`config.mk`:
```
export PLATFORM = sky130hd
export DESIGN_NAME = instr_fetch_unit_flat
export DESIGN_NICKNAME = d
export VERILOG_FILES = /design/src/rtl/isa_pkg.sv /design/src/rtl/instr_fetch_unit_if.sv /design/src/rtl/pc_reg.sv /design/src/rtl/instr_fetch_unit.sv /design/src/flat_wrapper.sv
export SDC_FILE = /design/constraint.sdc
export NUM_CORES = 1
export LEC_CHECK = 0
export ABC_AREA = 1
export CORE_MARGIN = 8
export CORE_UTILIZATION = 40
export DETAILED_ROUTE_END_ITERATION = 7
export PLACE_DENSITY = 0.67
export SLEW_MARGIN = 20
export SYNTH_ARGS = -nofsm -noshare
export SYNTH_HDL_FRONTEND = slang
export SYNTH_SLANG_ARGS = --single-unit
export TNS_END_PERCENT = 1
```
`constraint.sdc`:
```
create_clock -name CLK -period 1.6 [get_ports CLK]
set_input_delay 0.48 -clock CLK [delete_from_list [all_inputs] [get_ports CLK]]
set_output_delay 0.48 -clock CLK [all_outputs]
set_load 0.01 [all_outputs]
```
`src/rtl/isa_pkg.sv`:
```
// Shared ISA definitions: opcode/function encodings, instruction field positions
// and the fetch-unit state encoding. Imported by control_unit and instr_fetch_unit.
package isa_pkg;

  localparam int INSTR_W = 32;

  localparam int OPCODE_MSB = 31;
  localparam int OPCODE_LSB = 27;
  localparam int FUNCT_MSB  = 3;
  localparam int FUNCT_LSB  = 0;

  localparam logic [4:0] OP_AR   = 5'b00010;
  localparam logic [4:0] OP_T    = 5'b01011;
  localparam logic [4:0] OP_HALT = 5'b11111;

  localparam logic [3:0] FN_ADD = 4'b0000;
  localparam logic [3:0] FN_SUB = 4'b0001;
  localparam logic [3:0] FN_AND = 4'b0010;
  localparam logic [3:0] FN_OR  = 4'b0011;
  localparam logic [3:0] FN_XOR = 4'b0100;
  localparam logic [3:0] FN_NOR = 4'b0101;
  localparam logic [3:0] FN_SLT = 4'b0110;
  localparam logic [3:0] FN_SLL = 4'b0111;
  localparam logic [3:0] FN_SRL = 4'b1000;

  typedef enum logic [2:0] {
    ST_FETCH,
    ST_WAIT,
    ST_ISSUE,
    ST_DRAIN,
    ST_HALTED
  } fetch_state_t;

  function automatic logic [4:0] get_opcode(input logic [INSTR_W-1:0] word);
    return word[OPCODE_MSB:OPCODE_LSB];
  endfunction

  function automatic logic [3:0] get_funct(input logic [INSTR_W-1:0] word);
    return word[FUNCT_MSB:FUNCT_LSB];
  endfunction

endpackage

```
`src/rtl/instr_fetch_unit_if.sv`:
```
// Instruction-memory request/response bus: the fetch unit is the master,
// the memory the slave. At most one request is outstanding at a time.
interface instr_fetch_unit_if #(
  parameter int ADDR_W = 16
);
  logic              req;
  logic [ADDR_W-1:0] addr;
  logic              rvalid;
  logic [31:0]       rdata;

  modport master (output req, addr, input rvalid, rdata);
  modport slave  (input req, addr, output rvalid, rdata);
endinterface

```
`src/rtl/pc_reg.sv`:
```
// Program counter register: load has priority over increment; increment
// wraps modulo 2^ADDR_W.
module pc_reg #(
  parameter int                ADDR_W   = 16,
  parameter logic [ADDR_W-1:0] RESET_PC = '0
) (
  input  logic              CLK,
  input  logic              RST,
  input  logic              load,
  input  logic [ADDR_W-1:0] load_val,
  input  logic              inc,
  output logic [ADDR_W-1:0] pc
);

  // NOTE: state registers use non-blocking assignments so every flop in the
  // design samples the pre-edge values of its inputs.
  always_ff @(posedge CLK) begin
    if (RST)       pc <= RESET_PC;
    else if (load) pc <= load_val;
    else if (inc)  pc <= pc + 1'b1;
  end

endmodule

```
`src/rtl/instr_fetch_unit.sv`:
```
// Multi-cycle fetch unit: one request in flight, instruction held until the
// control unit accepts it, redirects override everything, HALT parks the unit.
module instr_fetch_unit
  import isa_pkg::*;
#(
  parameter int                ADDR_W   = 16,
  parameter logic [ADDR_W-1:0] RESET_PC = '0
) (
  input  logic                 CLK,
  input  logic                 RST,
  instr_fetch_unit_if.master   imem,
  input  logic                 stall,
  input  logic                 redirect,
  input  logic [ADDR_W-1:0]    redirect_pc,
  output logic                 instr_valid,
  output logic [INSTR_W-1:0]   instr,
  output logic [4:0]           opcode,
  output logic [3:0]           funct,
  output logic [ADDR_W-1:0]    pc_out,
  output logic                 halted
);

  fetch_state_t      state;
  logic [ADDR_W-1:0] pc;
  logic              pc_inc;

  assign pc_inc = (state == ST_ISSUE) && !stall;

  pc_reg #(
    .ADDR_W   (ADDR_W),
    .RESET_PC (RESET_PC)
  ) u_pc_reg (
    .CLK      (CLK),
    .RST      (RST),
    .load     (redirect),
    .load_val (redirect_pc),
    .inc      (pc_inc),
    .pc       (pc)
  );

  assign opcode = get_opcode(instr);
  assign funct  = get_funct(instr);

  // Entering FETCH raises req together with the address the PC will hold,
  // so FETCH always lasts exactly the one request cycle. The only FETCH
  // without req is the first cycle after reset.
  always_ff @(posedge CLK) begin
    if (RST) begin
      state       <= ST_FETCH;
      imem.req    <= 1'b0;
      imem.addr   <= '0;
      instr_valid <= 1'b0;
      instr       <= '0;
      pc_out      <= '0;
      halted      <= 1'b0;
    end else if (redirect) begin
      instr_valid <= 1'b0;
      halted      <= 1'b0;
      unique case (state)
        ST_FETCH: begin
          if (imem.req) begin
            imem.req <= 1'b0;
            state    <= ST_DRAIN;
          end else begin
            imem.req  <= 1'b1;
            imem.addr <= redirect_pc;
          end
        end
        ST_WAIT, ST_DRAIN: begin
          if (imem.rvalid) begin
            imem.req  <= 1'b1;
            imem.addr <= redirect_pc;
            state     <= ST_FETCH;
          end else begin
            state <= ST_DRAIN;
          end
        end
        ST_ISSUE, ST_HALTED: begin
          imem.req  <= 1'b1;
          imem.addr <= redirect_pc;
          state     <= ST_FETCH;
        end
        default: state <= ST_FETCH;
      endcase
    end else begin
      unique case (state)
        ST_FETCH: begin
          if (imem.req) begin
            imem.req <= 1'b0;
            state    <= ST_WAIT;
          end else begin
            imem.req  <= 1'b1;
            imem.addr <= pc;
          end
        end
        ST_WAIT: begin
          if (imem.rvalid) begin
            instr  <= imem.rdata;
            pc_out <= pc;
            if (get_opcode(imem.rdata) == OP_HALT) begin
              halted <= 1'b1;
              state  <= ST_HALTED;
            end else begin
              instr_valid <= 1'b1;
              state       <= ST_ISSUE;
            end
          end
        end
        ST_ISSUE: begin
          if (!stall) begin
            instr_valid <= 1'b0;
            imem.req    <= 1'b1;
            imem.addr   <= pc + 1'b1;
            state       <= ST_FETCH;
          end
        end
        ST_DRAIN: begin
          if (imem.rvalid) begin
            imem.req  <= 1'b1;
            imem.addr <= pc;
            state     <= ST_FETCH;
          end
        end
        ST_HALTED: ;
        default: state <= ST_FETCH;
      endcase
    end
  end

endmodule

```
`src/flat_wrapper.sv`:
```
// flat-port wrapper written by rule: the top's interface ports become plain ports
module instr_fetch_unit_flat import isa_pkg::*;
#(
  parameter int                ADDR_W   = 16,
  parameter logic [ADDR_W-1:0] RESET_PC = '0
)
  (CLK, RST, stall, redirect, redirect_pc, instr_valid, instr, opcode, funct, pc_out, halted, imem_req, imem_addr, imem_rvalid, imem_rdata);
  instr_fetch_unit_if #(.ADDR_W(ADDR_W)) imem_i ();
  input  logic CLK;
  input  logic RST;
  input  logic stall;
  input  logic redirect;
  input  logic [ADDR_W-1:0] redirect_pc;
  output logic instr_valid;
  output logic [INSTR_W-1:0] instr;
  output logic [4:0] opcode;
  output logic [3:0] funct;
  output logic [ADDR_W-1:0] pc_out;
  output logic halted;
  output wire logic [$bits(imem_i.req)-1:0] imem_req;
  output wire logic [$bits(imem_i.addr)-1:0] imem_addr;
  input wire logic [$bits(imem_i.rvalid)-1:0] imem_rvalid;
  input wire logic [$bits(imem_i.rdata)-1:0] imem_rdata;
  assign imem_req = imem_i.req;
  assign imem_addr = imem_i.addr;
  assign imem_i.rvalid = imem_rvalid;
  assign imem_i.rdata = imem_rdata;
  instr_fetch_unit #(.ADDR_W(ADDR_W), .RESET_PC(RESET_PC)) u_core (.CLK(CLK), .RST(RST), .imem(imem_i), .stall(stall), .redirect(redirect), .redirect_pc(redirect_pc), .instr_valid(instr_valid), .instr(instr), .opcode(opcode), .funct(funct), .pc_out(pc_out), .halted(halted));
endmodule
```
## After elaboration in Yosys (flattened, before gate mapping)

Index checks and enable logic that the tools add are counted.

- Bits in registers: 86
- Bits of input ports: 53
- Output and inout bits: 76

- Add/subtract/negate cells: 1
- Equal/unequal tests: 16
- Muxes and demuxes: 30
- Bitwise logic cells: 1
- Reductions and logical operators: 15

Operators with widths:

| kind | count |
|---|---|
| 16-bit 2-to-1 mux | 8 |
| 16-bit one-hot mux with 3 select lines | 2 |
| 3-bit 2-to-1 mux | 7 |
| 16-bit by 1-bit adder with 16-bit output (second input constant) | 1 |
| 3-bit one-hot mux with 5 select lines | 1 |
| 3-bit inequality test (second input constant) | 4 |
| 2-bit inequality test (second input constant) | 5 |
| 3-bit AND reduction | 3 |
| 1-bit 2-to-1 mux | 7 |
| 3-bit by 2-bit equality test with 1-bit output (second input constant) | 2 |
| 1-bit one-hot mux with 3 select lines | 2 |
| 3-bit one-hot mux with 2 select lines | 1 |
| 6-bit AND reduction | 1 |
| 2-bit OR reduction | 3 |
| 5-bit equality test (second input constant) | 1 |
| 5-bit AND reduction | 1 |
| 4-bit by 1-bit inequality test with 1-bit output (second input constant) | 1 |
| 4-bit AND reduction | 1 |
| 2-bit nonzero test | 2 |
| 4-bit nonzero test | 1 |
| 3-bit by 1-bit equality test with 1-bit output (second input constant) | 1 |
| 3-bit equality test (second input constant) | 1 |
| 3-bit logical NOT | 1 |
| 2-bit 2-to-1 mux | 1 |
| other kinds (5) | 5 |

## Longest topological paths before layout

Gate-level depths: netlist of the first run.

- Depth after elaboration: 5
- Depth in mapped cells: 11
- Gate-level depth less buffers: 11

## Cells and area by module

From an unflattened synthesis of the first run, not the netlist that was laid out.

- Cell total of the unflattened synthesis: 644
- Area, all modules: 4,389.2 um2

By module, submodules not included:

| module | times used | cells an instance | area each (um2) |
|---|---|---|---|
| instr_fetch_unit | 1 | 496 | 3,378.2 |
| pc_reg | 1 | 148 | 1,011.0 |

## Worst setup path before layout of the first run

Ideal clock, no wire load.

- Path type: register to register
- Start point: register u_core.u_pc_reg.pc[1]
- End point: register u_core.u_pc_reg.pc[10]
- Setup time: 115 ps
- Arrival time: 1,329 ps
- Required time: 1,485 ps
- Path slack: 156 ps
- Cell stages (with the launch flop): 10
- Path buffers: 0
- Period minus slack after synthesis: 1,444 ps
- Cell sequence: dfxtp_1 -> ha_1 -> nand2_1 -> nor2_1 -> nand2_1 -> nor2_1 -> nand2_1 -> nand2_1 -> nor2_1 -> o21a_1

- Cells in the longest elaborated chain, start to end: 3

Ends and longest elaborated chain:

| element | line | text |
|---|---|---|
| start: declaration | pc_reg.sv:12 | `output logic [ADDR_W-1:0] pc` |
| start signal: assignment | pc_reg.sv:19 | `else if (load) pc <= load_val;` |
| start signal: assignment | pc_reg.sv:20 | `else if (inc) pc <= pc + 1'b1;` |
| 16-bit by 1-bit adder with 16-bit output | pc_reg.sv:20 |  |
| 16-bit 2-to-1 mux | pc_reg.sv:20 |  |
| 16-bit 2-to-1 mux | pc_reg.sv:19 |  |

Every way passes these cells. The select of a mux whose other input is x is not followed.
A chain may end at the register's enable or synchronous reset.

## Worst setup path in the final report of the first run

- Start point: register u_core.state[2]
- End point: register u_core.imem.addr[5]

- Cells in the longest elaborated chain, start to end: 4
- Elaborated cells between the ends (all ways): 17

Ends and longest elaborated chain:

| element | line | text |
|---|---|---|
| start: declaration | instr_fetch_unit.sv:23 | `fetch_state_t state;` |
| start signal: assignment | instr_fetch_unit.sv:49 | `state <= ST_FETCH;` |
| start signal: assignment | instr_fetch_unit.sv:63 | `state <= ST_DRAIN;` |
| start signal: assignment | instr_fetch_unit.sv:73 | `state <= ST_FETCH;` |
| 3-bit equality test, or another cell as far along | instr_fetch_unit.sv:59 | `unique case (state)` |
| 2-bit OR reduction | instr_fetch_unit.sv:59 |  |
| 4-bit by 1-bit inequality test with 1-bit output (no line), or another cell as far along | -- |  |
| 6-bit AND reduction (no line) or 16-bit 2-to-1 mux (tied branches) | -- |  |
| end signal: assignment | instr_fetch_unit.sv:66 | `imem.addr <= redirect_pc;` |
| end signal: assignment | instr_fetch_unit.sv:72 | `imem.addr <= redirect_pc;` |
| end signal: assignment | instr_fetch_unit.sv:80 | `imem.addr <= redirect_pc;` |
| end: declaration | instr_fetch_unit_if.sv:11 | `modport master (output req, addr, input rvalid, rdata);` |

Several ways; a longest one is shown, not always the timed one.

==> metrics.md, run 1 <==
| Metric | Value |
|---|---|
| Status | finished clean |
| Startpoint Class | flop |
| Largest cells by area after synthesis | dfxtp_1 (41%), nand2_1 (11%), nor2_1 (11%), o21ai_0 (9.0%), a21oi_1 (6.6%) |
| # hold bufs at CTS | 0 |
| Ys async rst share | 0% |
| Most instantiated library cell after synthesis | nand2_1 |
| Power Density | 1281 nW/um2 |
| Req. time, crit path | 1870 ps |
| Clk slew on worst S/H paths | 90 ps |
| Routed length per instance | 14.37 um |
| Max Root-Sink Buffers | 2 |
| IR Drop Worst-Case VDD | 0.0006236 V |
| Post-DRT Antenna Nets | 0 |
| Final Critical Period | 1538 ps |
| Register area share after synthesis | 41.40% |
| I/O Pins | 129 |
| List of most frequent post-synthesis cells | nand2_1 (124), nor2_1 (120), dfxtp_1 (86) |
| Post-DP HPWL | 9995 um |
| Hold Vio Cnt, Final | 0 |
| Setup slack at placement | -517.2 ps |
| Final wirelength | 13050 um |
| Syn. warnings | 0 |
| Net Count, Synth | 671 |
| Max FFs per register | 32 |
| Avg Synthesized Cell Area | 6.741 um2 |
| Root Driver | clkbuf_8 |
| Tightest Hold Check Type | flop to flop |
| H-tree lvl count | 3 |
| Worst Skew | 15.23 ps |
| Total CTS buffers | 9 |
| Non-filler cells, final | 908 |
| Clk_lat worst skew | 360 ps |
| Final core utilization | 58.62% |
| Reg2Reg Depth | 9 |
| Number of distinct library cells after synthesis | 33 |
| Fmax | 650.3 MHz |
| Die Width | 118.0 um |
| Number of global-route vias before repair | 4590 |
| Critical path class | flop to flop |
| # diodes | 0 |
| Clock Sinks | 86 |
| Largest net degree at the start of global routing | 33 |
| Initial core utilization | 40.65% |
| Final WS setup | 62.28 ps |
| Remaining DRCs | 0 |
| Starting DRC count in detailed routing | 290 |
| Max_slew headroom | 76.86% |
| PnR Total Power | 7.684 mW |
| Total number of vias | 4479 |
| Post-synth top flop | dfxtp_1 |
| Worst-margin pin slew | 346.6 ps |
| Post-synthesis cell area | 4159 um2 |
| Grt ovf | 0 |
| Post-synth top area share | 41.40% |
| Final period util | 96.11% |
| Via density | 4.933 |
| Min Hold Slack | 478.9 ps |
| Synth Instances | 617 |
| Setup violations, final | 0 |
| Core Area | 10230 um2 |
| Post-route cell area | 5997 um2 |
| Routability congestion estimate | 0.8986 |
| Crit Path Max Fanout | 18 |
| Maxcap violations | 0 |
| Seq cells post-synth | 86 |
| First-pass GRT wire length | 21750 um |
| All-Layer GR Usage | 18.75% |
| CTS tree | built |
| 1st-pass router iterations | 5 |
| Final Slew Violations | 0 |
| Share of layout cells above drive strength 1 | 11.14% |
| Layout area overhead | 44.19% |
| Initial antenna violation count | 0 |
| Leak pwr | 2.947 nW |
| Layout Nets | 821 |
| Post-DP Area | 5856 um2 |
| DIE AREA | 13920 um2 |
| PortBufs | 128 |
| Placed cells | 892 |
| DIE HEIGHT | 118.0 um |
| Most flops, register | u_core.instr |
| Crit path capture type | flop |
| RSZ-0062 raised after global routing | true |
| Hold path cells | 2 |
| Largest area contributor in the netlist | dfxtp_1 |
| FP Rows | 37 |
| Post-synth EDFFs | 0 |
| TNS Setup | 0 ps |
| Crit path arrival time | 1800 ps |
## critical path, cell delays in order (launching register included)
cell	delay (ps)
dfxtp_1	440
inv_2	120
nand2_4	100
nor2_8	50
inv_2	260
a21oi_1	120
o21ai_0	100
nand2_1	110
nor2_1	100
nor2_1	40
## logic make-up (layout without fill, tap and decap cells)
group	Yosys count	in the layout	synth area share, %
compound gates	144	144	18.23
xor+xnor	1	1	0.2106
fa+ha+maj	1	1	0.3008
buf+inv	96	251	10.71
flops	86	86	41.40
simple gates	289	289	29.15
## cells in the final DEF, fill, tap and decap left out, types with 2 or more instances in the layout
cell type        count
nand2_1            124
nor2_1             118
dfxtp_1             82
dlygate4sd2_1       76
o21ai_0             73
a21oi_1             55
inv_1               53
clkdlybuf4s50_1     50
buf_4               40
nand3_1             25
clkbuf_8             9
buf_12               8
a31oi_1              7
nor2_4               4
nand2_4              4
nand4_1              4
dfxtp_2              4
nor2_2               3
inv_2                3
nor3_1               3
clkinv_1             2
nand2_2              2
o21ai_1              2
bufinv_16            2
clkinvlp_4           2
clkbuf_1             2
dlymetal6s2s_1       2
## worst paths after layout
| kind | startpoint | endpoint | slack [ps] |
|---|---|---|---|
| max | u_core.state[2] | u_core.imem.addr[5] | 60 |
| min | u_core.imem.addr[2] | u_core.imem.addr[2] | 480 |
| max reg2reg | u_core.state[2] | u_core.imem.addr[5] | 60 |
| min reg2reg | u_core.imem.addr[2] | u_core.imem.addr[2] | 480 |
## timing repair
item	in CTS	in global routing
endpoints found under the setup margin	143	35
pin swaps	0	1
gates resized for setup	78	10
buffers inserted	0	0
## layout make-up
cell class	instances	area, um2
clock buffers	11	131.4
repair buffers	177	1663
flip-flops and latches	86	1727
clock inverters	5	83.83
fillers	985	4234
multi-input cells	435	2004
inverters	58	217.7
well taps	136	170.2
## power by group
part	internal, mW	switching (mW)	total (mW)
registers	2.52	0.241	2.77
clock network	0.884	0.814	1.70
logic	1.44	1.78	3.22
## metal layers
metal	up-vias	global-route usage (%)	share of wire, %
met5	-	0	0
met2	160	31.80	47
met1	2036	20.70	42
met3	18	7.338	9.6
li1	2265	-	-
met4	0	7.206	2.0
Power figures use the tool's default switching activity.
==> run 2: changes to the inputs <==
--- a/config.mk
+++ b/config.mk
@@ -8,7 +8,9 @@
 export ABC_AREA = 1
 export CORE_MARGIN = 8
 export CORE_UTILIZATION = 40
+export CTS_BUF_LIST = sky130_fd_sc_hd__clkbuf_8 sky130_fd_sc_hd__clkbuf_16
 export DETAILED_ROUTE_END_ITERATION = 7
+export GPL_TIMING_DRIVEN = 1
 export PLACE_DENSITY = 0.67
 export SLEW_MARGIN = 20
 export SYNTH_ARGS = -nofsm -noshare
==> run 2 against run 1 <==
Net effect: worst setup slack gained 6.9 ps; die area is the same; largest cell class unchanged; largest power group unchanged; sequential share of layout area is the same; design area is the same.
==> metrics.md, run 2 (synthesized netlist as in run 1, its figures left out) <==
| Metric | Value |
|---|---|
| Clock Sinks | 86 (unchanged) |
| Non-filler cells, final | 908 (unchanged) |
| Initial antenna violation count | 0 (unchanged) |
| Total number of vias | 4481 (was 4479) |
| Layout area overhead | 44.19% (unchanged) |
| 1st-pass router iterations | 5 (unchanged) |
| Final core utilization | 58.62% (unchanged) |
| Die Width | 118.0 um (unchanged) |
| Final period util | 95.68% (was 96.11%) |
| FP Rows | 37 (unchanged) |
| Hold Vio Cnt, Final | 0 (unchanged) |
| Max_slew headroom | 77.10% (was 76.86%) |
| DIE HEIGHT | 118.0 um (unchanged) |
| Clock power frac | 21.9% (was 22.1%) |
| Total CTS buffers | 9 (unchanged) |
| Most flops, register | u_core.instr (unchanged) |
| Worst-margin pin slew | 343.1 ps (was 346.6 ps) |
| Post-route cell area | 5997 um2 (unchanged) |
| Routability congestion estimate | 0.8986 (unchanged) |
| Share of layout cells above drive strength 1 | 11.14% (unchanged) |
| Internal power | 4.836 mW (was 4.848 mW) |
| Setup violations, final | 0 (unchanged) |
| Max FFs per register | 32 (unchanged) |
| Fmax | 653.2 MHz (was 650.3 MHz) |
| TNS Setup | 0 ps (unchanged) |
| Fillers | 985 (unchanged) |
| Remaining DRCs | 0 (unchanged) |
| # diodes | 0 (unchanged) |
| Crit Path Max Fanout | 18 (unchanged) |
| Root Driver | clkbuf_8 (unchanged) |
| Net Switching | 2.825 mW (was 2.836 mW) |
| Post CTS Setup Buffer Count | 0 (unchanged) |
| Comb power frac | 42.0% (was 41.9%) |
| Placed cells | 892 (unchanged) |
| H-tree lvl count | 3 (unchanged) |
| Via density | 4.935 (was 4.933) |
| RSZ-0062 raised after global routing | true (unchanged) |
| Maxcap violations | 0 (unchanged) |
| CTS tree | built (unchanged) |
| Grt ovf | 0 (unchanged) |
| Core Area | 10230 um2 (unchanged) |
| PortBufs | 128 (unchanged) |
| All-Layer GR Usage | 18.75% (unchanged) |
| Tightest Hold Check Type | flop to flop (unchanged) |
| Commonest non-fill, non-tap cells in the layout | nand2_1 (124), nor2_1 (118), dfxtp_1 (82), dlygate4sd2_1 (76), o21ai_0 (73) (unchanged) |
| Post-DP HPWL | 9995 um (unchanged) |
| Layout Nets | 821 (unchanged) |
| Startpoint Class | flop (unchanged) |
| Req. time, crit path | 1860 ps (was 1870 ps) |
| Post-DP Area | 5856 um2 (unchanged) |
| Largest net degree at the start of global routing | 33 (unchanged) |
| Final wirelength | 13060 um (was 13050 um) |
| First-pass GRT wire length | 21750 um (unchanged) |
| Number of global-route vias before repair | 4590 (unchanged) |
| Initial core utilization | 40.65% (unchanged) |
| Starting DRC count in detailed routing | 286 (was 290) |
| I/O Pins | 129 (unchanged) |
| Leak pwr | 2.956 nW (was 2.947 nW) |
| Sw Ratio | 36.88% (was 36.91%) |
| Commonest non-fill, non-tap cell in the layout | nand2_1 (unchanged) |
| Routed length per instance | 14.38 um (was 14.37 um) |
| Clk slew on worst S/H paths | 90 ps (about the same) |
| Final Critical Period | 1531 ps (was 1538 ps) |
| Final Slew Violations | 0 (unchanged) |
| Critical path class | flop to flop (unchanged) |
| DIE AREA | 13920 um2 (unchanged) |
| IR Drop Worst-Case VDD | 0.0006235 V (was 0.0006236 V) |
| Crit path capture type | flop (unchanged) |
| Crit path arrival time | 1790 ps (was 1800 ps) |
| Max Root-Sink Buffers | 2 (unchanged) |
| Sequential Power Share | 36.1% (was 36.0%) |
| Clk_lat worst skew | 360 ps (about the same) |
| Power Density | 1277 nW/um2 (was 1281 nW/um2) |
| Status | finished clean (unchanged) |
| Worst Skew | 14.61 ps (was 15.23 ps) |
| Post-DRT Antenna Nets | 0 (unchanged) |
-- run 2: path summary, 6_finish.rpt --
kind | depth (start not counted) | from | end | slack (ps)
min reg2reg | 2 | u_core.imem.addr[2] | u_core.imem.addr[2] | 480
min | 2 | u_core.imem.addr[2] | u_core.imem.addr[2] | 480
max reg2reg | 9 | u_core.state[2] | u_core.imem.addr[5] | 70
max | 9 | u_core.state[2] | u_core.imem.addr[5] | 70
-- run 2: critical path: stages (launching register included) --
cell and delay (ps):
dfxtp_1 440, inv_2 120, nand2_4 100, nor2_8 50
inv_2 260, a21oi_1 120, o21ai_0 90, nand2_1 110
nor2_1 100, nor2_1 40
-- run 2: area by class of cell --
class | instances | area, um2 | share of cell area [%]
well taps | 136 | 170.2 | 2.837
repair buffers | 177 | 1663 | 27.73
clock buffers | 9 | 123.9 | 2.066
multi-input cells | 435 | 2004 | 33.42
clock inverters | 7 | 91.34 | 1.523
flip-flops and latches | 86 | 1727 | 28.79
inverters | 58 | 217.7 | 3.630
-- run 2: power by group through the flow --
stage / combinational, mW / sequential, mW / clock, mW
after floorplan: 1.80 / 2.91 / 0
after global placement: 3.37 / 2.81 / 0
after detailed placement: 3.43 / 2.82 / 0
after CTS: 3.24 / 2.77 / 1.72
after global routing: 3.59 / 2.82 / 1.81
final: 3.22 / 2.77 / 1.68
-- run 2: what timing repair did --
item / CTS / global route
resized for setup: 78 / 10
pin swaps: 0 / 0
hold buffers: 0 / 0
setup endpoints to repair: 143 / 34
-- run 2: through the flow --
step                      hold WS [ps]  setup WS (ps)  power [mW]
after global placement           468.7         -424.1       6.176
final                            478.9          69.14       7.661
after detailed placement         470.1         -517.2       6.251
after floorplan                  471.7          156.4       4.714
after CTS                        480.9         -168.0       7.726
after global routing             511.7         -106.9       8.217
-- run 2: metal layers --
| layer | GRT usage [%] | up-vias | wire, um |
|---|---|---|---|
| li1 | - | 2269 | - |
| met1 | 20.70 | 2044 | 5490 |
| met2 | 31.80 | 150 | 6074 |
| met3 | 7.338 | 18 | 1225 |
| met4 | 7.206 | 0 | 266 |
| met5 | 0 | - | 0 |
==> run 3: changes to the inputs <==
--- a/config.mk
+++ b/config.mk
@@ -6,7 +6,6 @@
 export NUM_CORES = 1
 export LEC_CHECK = 0
 export ABC_AREA = 1
-export CORE_MARGIN = 8
 export CORE_UTILIZATION = 40
 export CTS_BUF_LIST = sky130_fd_sc_hd__clkbuf_8 sky130_fd_sc_hd__clkbuf_16
 export DETAILED_ROUTE_END_ITERATION = 7
==> run 3 against run 2 <==
Net effect: design area down 0.48%; global-route usage up 5.0 points; sequential power about the same; non-clock buffer count down 3.
==> metrics.md, run 3 (synthesized netlist as in run 1, its figures left out) <==
| Metric | Value |
|---|---|
| Post-DRT Antenna Nets | 0 (unchanged) |
| Post-DP Area | 5757 um2 (was 5856 um2) |
| Via density | 4.975 (was 4.935) |
| Critical path class | flop to output port (was flop to flop) |
| Final core utilization | 60.23% (was 58.62%) |
| Grt ovf | 0 (unchanged) |
| Clk slew on worst S/H paths | 90 ps (about the same) |
| Total CTS buffers | 9 (unchanged) |
| DIE HEIGHT | 104.0 um (was 118.0 um) |
| Net Switching | 2.835 mW (was 2.825 mW) |
| Reg2Reg Depth | 9 (unchanged) |
| Number of global-route vias before repair | 4280 (was 4590) |
| Final Critical Period | 1518 ps (was 1531 ps) |
| Die Width | 104.0 um (was 118.0 um) |
| Max FFs per register | 32 (unchanged) |
| Worst-margin pin slew | 359.7 ps (was 343.1 ps) |
| Root Driver | clkbuf_8 (unchanged) |
| Placed cells | 883 (was 892) |
| Startpoint Class | flop (unchanged) |
| Commonest non-fill, non-tap cells in the layout | nand2_1 (123), nor2_1 (117), dfxtp_1 (81), dlygate4sd2_1 (77), o21ai_0 (73) (was nand2_1 (124), nor2_1 (118), dfxtp_1 (82), dlygate4sd2_1 (76), o21ai_0 (73)) |
| Levels on crit path | 1 (was 9) |
| Status | finished clean (unchanged) |
| Initial antenna violation count | 0 (unchanged) |
| PortBufs | 128 (unchanged) |
| Post-DP HPWL | 8904 um (was 9995 um) |
| Multi-input logic area | 2009 um2 (was 2004 um2) |
| Busiest grt layer | met2 (unchanged) |
| Clk_lat worst skew | 360 ps (about the same) |
| Internal power | 4.964 mW (was 4.836 mW) |
| Commonest non-fill, non-tap cell in the layout | nand2_1 (unchanged) |
| Final wirelength | 12370 um (was 13060 um) |
| Routed length per instance | 13.71 um (was 14.38 um) |
| RSZ-0062 raised after global routing | true (unchanged) |
| TNS Setup | 0 ps (unchanged) |
| Sw Ratio | 36.35% (was 36.88%) |
| H-tree lvl count | 3 (unchanged) |
| First-pass GRT wire length | 20760 um (was 21750 um) |
| Fmax | 658.7 MHz (was 653.2 MHz) |
| DIE AREA | 10810 um2 (was 13920 um2) |
| Non-filler cells, final | 902 (was 908) |
| Crit path arrival time | 1040 ps (was 1790 ps) |
| Layout area overhead | 43.50% (was 44.19%) |
| I/O Pins | 129 (unchanged) |
| CTS tree | built (unchanged) |
| Crit-path max cell delay | 380 ps (was 440 ps) |
| Total number of vias | 4487 (was 4481) |
| 1st-pass router iterations | 5 (unchanged) |
| Max Root-Sink Buffers | 2 (unchanged) |
| Max_slew headroom | 76.02% (was 77.10%) |
| Final Slew Violations | 0 (unchanged) |
| Core Area | 9910 um2 (was 10230 um2) |
| Req. time, crit path | 1120 ps (was 1860 ps) |
| IR Drop Worst-Case VDD | 0.0005869 V (was 0.0006235 V) |
| Worst Skew | 14.30 ps (was 14.61 ps) |
| Leak pwr | 2.927 nW (was 2.956 nW) |
| Largest net degree at the start of global routing | 35 (was 33) |
| Maxcap violations | 0 (unchanged) |
| Share of layout cells above drive strength 1 | 11.70% (was 11.14%) |
| GRT met3 Usage | 5.952% (was 7.338%) |
| Most flops, register | u_core.instr (unchanged) |
| Post-route cell area | 5968 um2 (was 5997 um2) |
| Initial core utilization | 41.97% (was 40.65%) |
| Clock power frac | 24.0% (was 21.9%) |
| Hold path cells | 2 (unchanged) |
| Layout Nets | 818 (was 821) |
| Fillers | 999 (was 985) |
| Delay-heaviest family, CP | flip-flops (unchanged) |
| Cell chain of the critical path | dlygate4sd2_1 (was inv_2, nand2_4, nor2_8, inv_2, a21oi_1, o21ai_0, nand2_1, nor2_1, nor2_1) |
| Routability congestion estimate | 0.9150 (was 0.8986) |
| Clock Sinks | 86 (unchanged) |
| Hold Vio Cnt, Final | 0 (unchanged) |
| Sequential Power Share | 35.5% (was 36.1%) |
| Worst Path Buf+Inv | 1 (was 2) |
| Tightest Hold Check Type | flop to flop (unchanged) |
| Crit path capture type | output port (was flop) |
| Comb power frac | 40.4% (was 42.0%) |
| CP max stage cell | dfxtp_1 (unchanged) |
| Power Density | 1307 nW/um2 (was 1277 nW/um2) |
| # diodes | 0 (unchanged) |
| Crit Path Max Fanout | 3 (was 18) |
| Starting DRC count in detailed routing | 298 (was 286) |
| Remaining DRCs | 0 (unchanged) |
| All-Layer GR Usage | 23.70% (was 18.75%) |
| Met1 GRT Util | 30.17% (was 20.70%) |
| Setup violations, final | 0 (unchanged) |
| # hold bufs at CTS | 0 (unchanged) |
| FP Rows | 36 (was 37) |
| Grt met2 use | 37.57% (was 31.80%) |
| Reg area | 1728 um2 (was 1727 um2) |
| Final period util | 94.89% (was 95.68%) |
-- run 3: changes by cell type in the layout (fill, tap and decap cells not counted), sizes merged --
cell	delta
dlymetal6s2s	-1
buf	-3
bufinv	+1
inv	-1
dlygate4sd2	+1
-- run 3: layout make-up --
class	count	share of cell area [%]
flip-flops and latches	86	28.95
clock buffers	9	2.075
inverters	58	3.690
multi-input cells	435	33.67
repair buffers	174	26.77
well taps	133	2.788
clock inverters	7	2.055
-- run 3: per-stage QoR --
stage | hold slack, ps | setup slack [ps] | power, mW
final | 465.5 | 81.76 | 7.799
after floorplan | 471.7 | 156.4 | 4.714
after global routing | 518.6 | -23.14 | 8.376
after CTS | 468.3 | 45.50 | 7.758
after global placement | 465.3 | -441.1 | 6.070
after detailed placement | 457.6 | -532.4 | 6.099
-- run 3: per-layer routing --
layer	share of wire, %	wire [um]
met1	44	5390
met2	45	5617
met3	8.1	997
met4	2.9	362
met5	0	0
-- run 3: timing repair --
item | 4_1_cts | 5_1_grt
endpoints found under the setup margin | 157 | 61
resized for setup | 77 | 21
setup buffers | 0 | 3
pin swaps | 0 | 1
-- run 3: power groups by stage --
stage,clock network [mW],logic [mW],registers [mW]
after floorplan,0,1.80,2.91
after global placement,0,3.26,2.81
after detailed placement,0,3.29,2.81
after CTS,1.92,3.08,2.76
after global routing,2.03,3.53,2.82
final,1.88,3.15,2.77
-- run 3: worst paths after layout --
| check | start | to | slack [ps] |
|---|---|---|---|
| setup / recovery | u_core.instr[31] | instr[31] | 80 |
| hold / removal | u_core.imem.addr[1] | u_core.imem.addr[1] | 470 |
| setup reg to reg | u_core.state[2] | u_core.u_pc_reg.pc[3] | 90 |
| hold reg to reg | u_core.imem.addr[1] | u_core.imem.addr[1] | 470 |
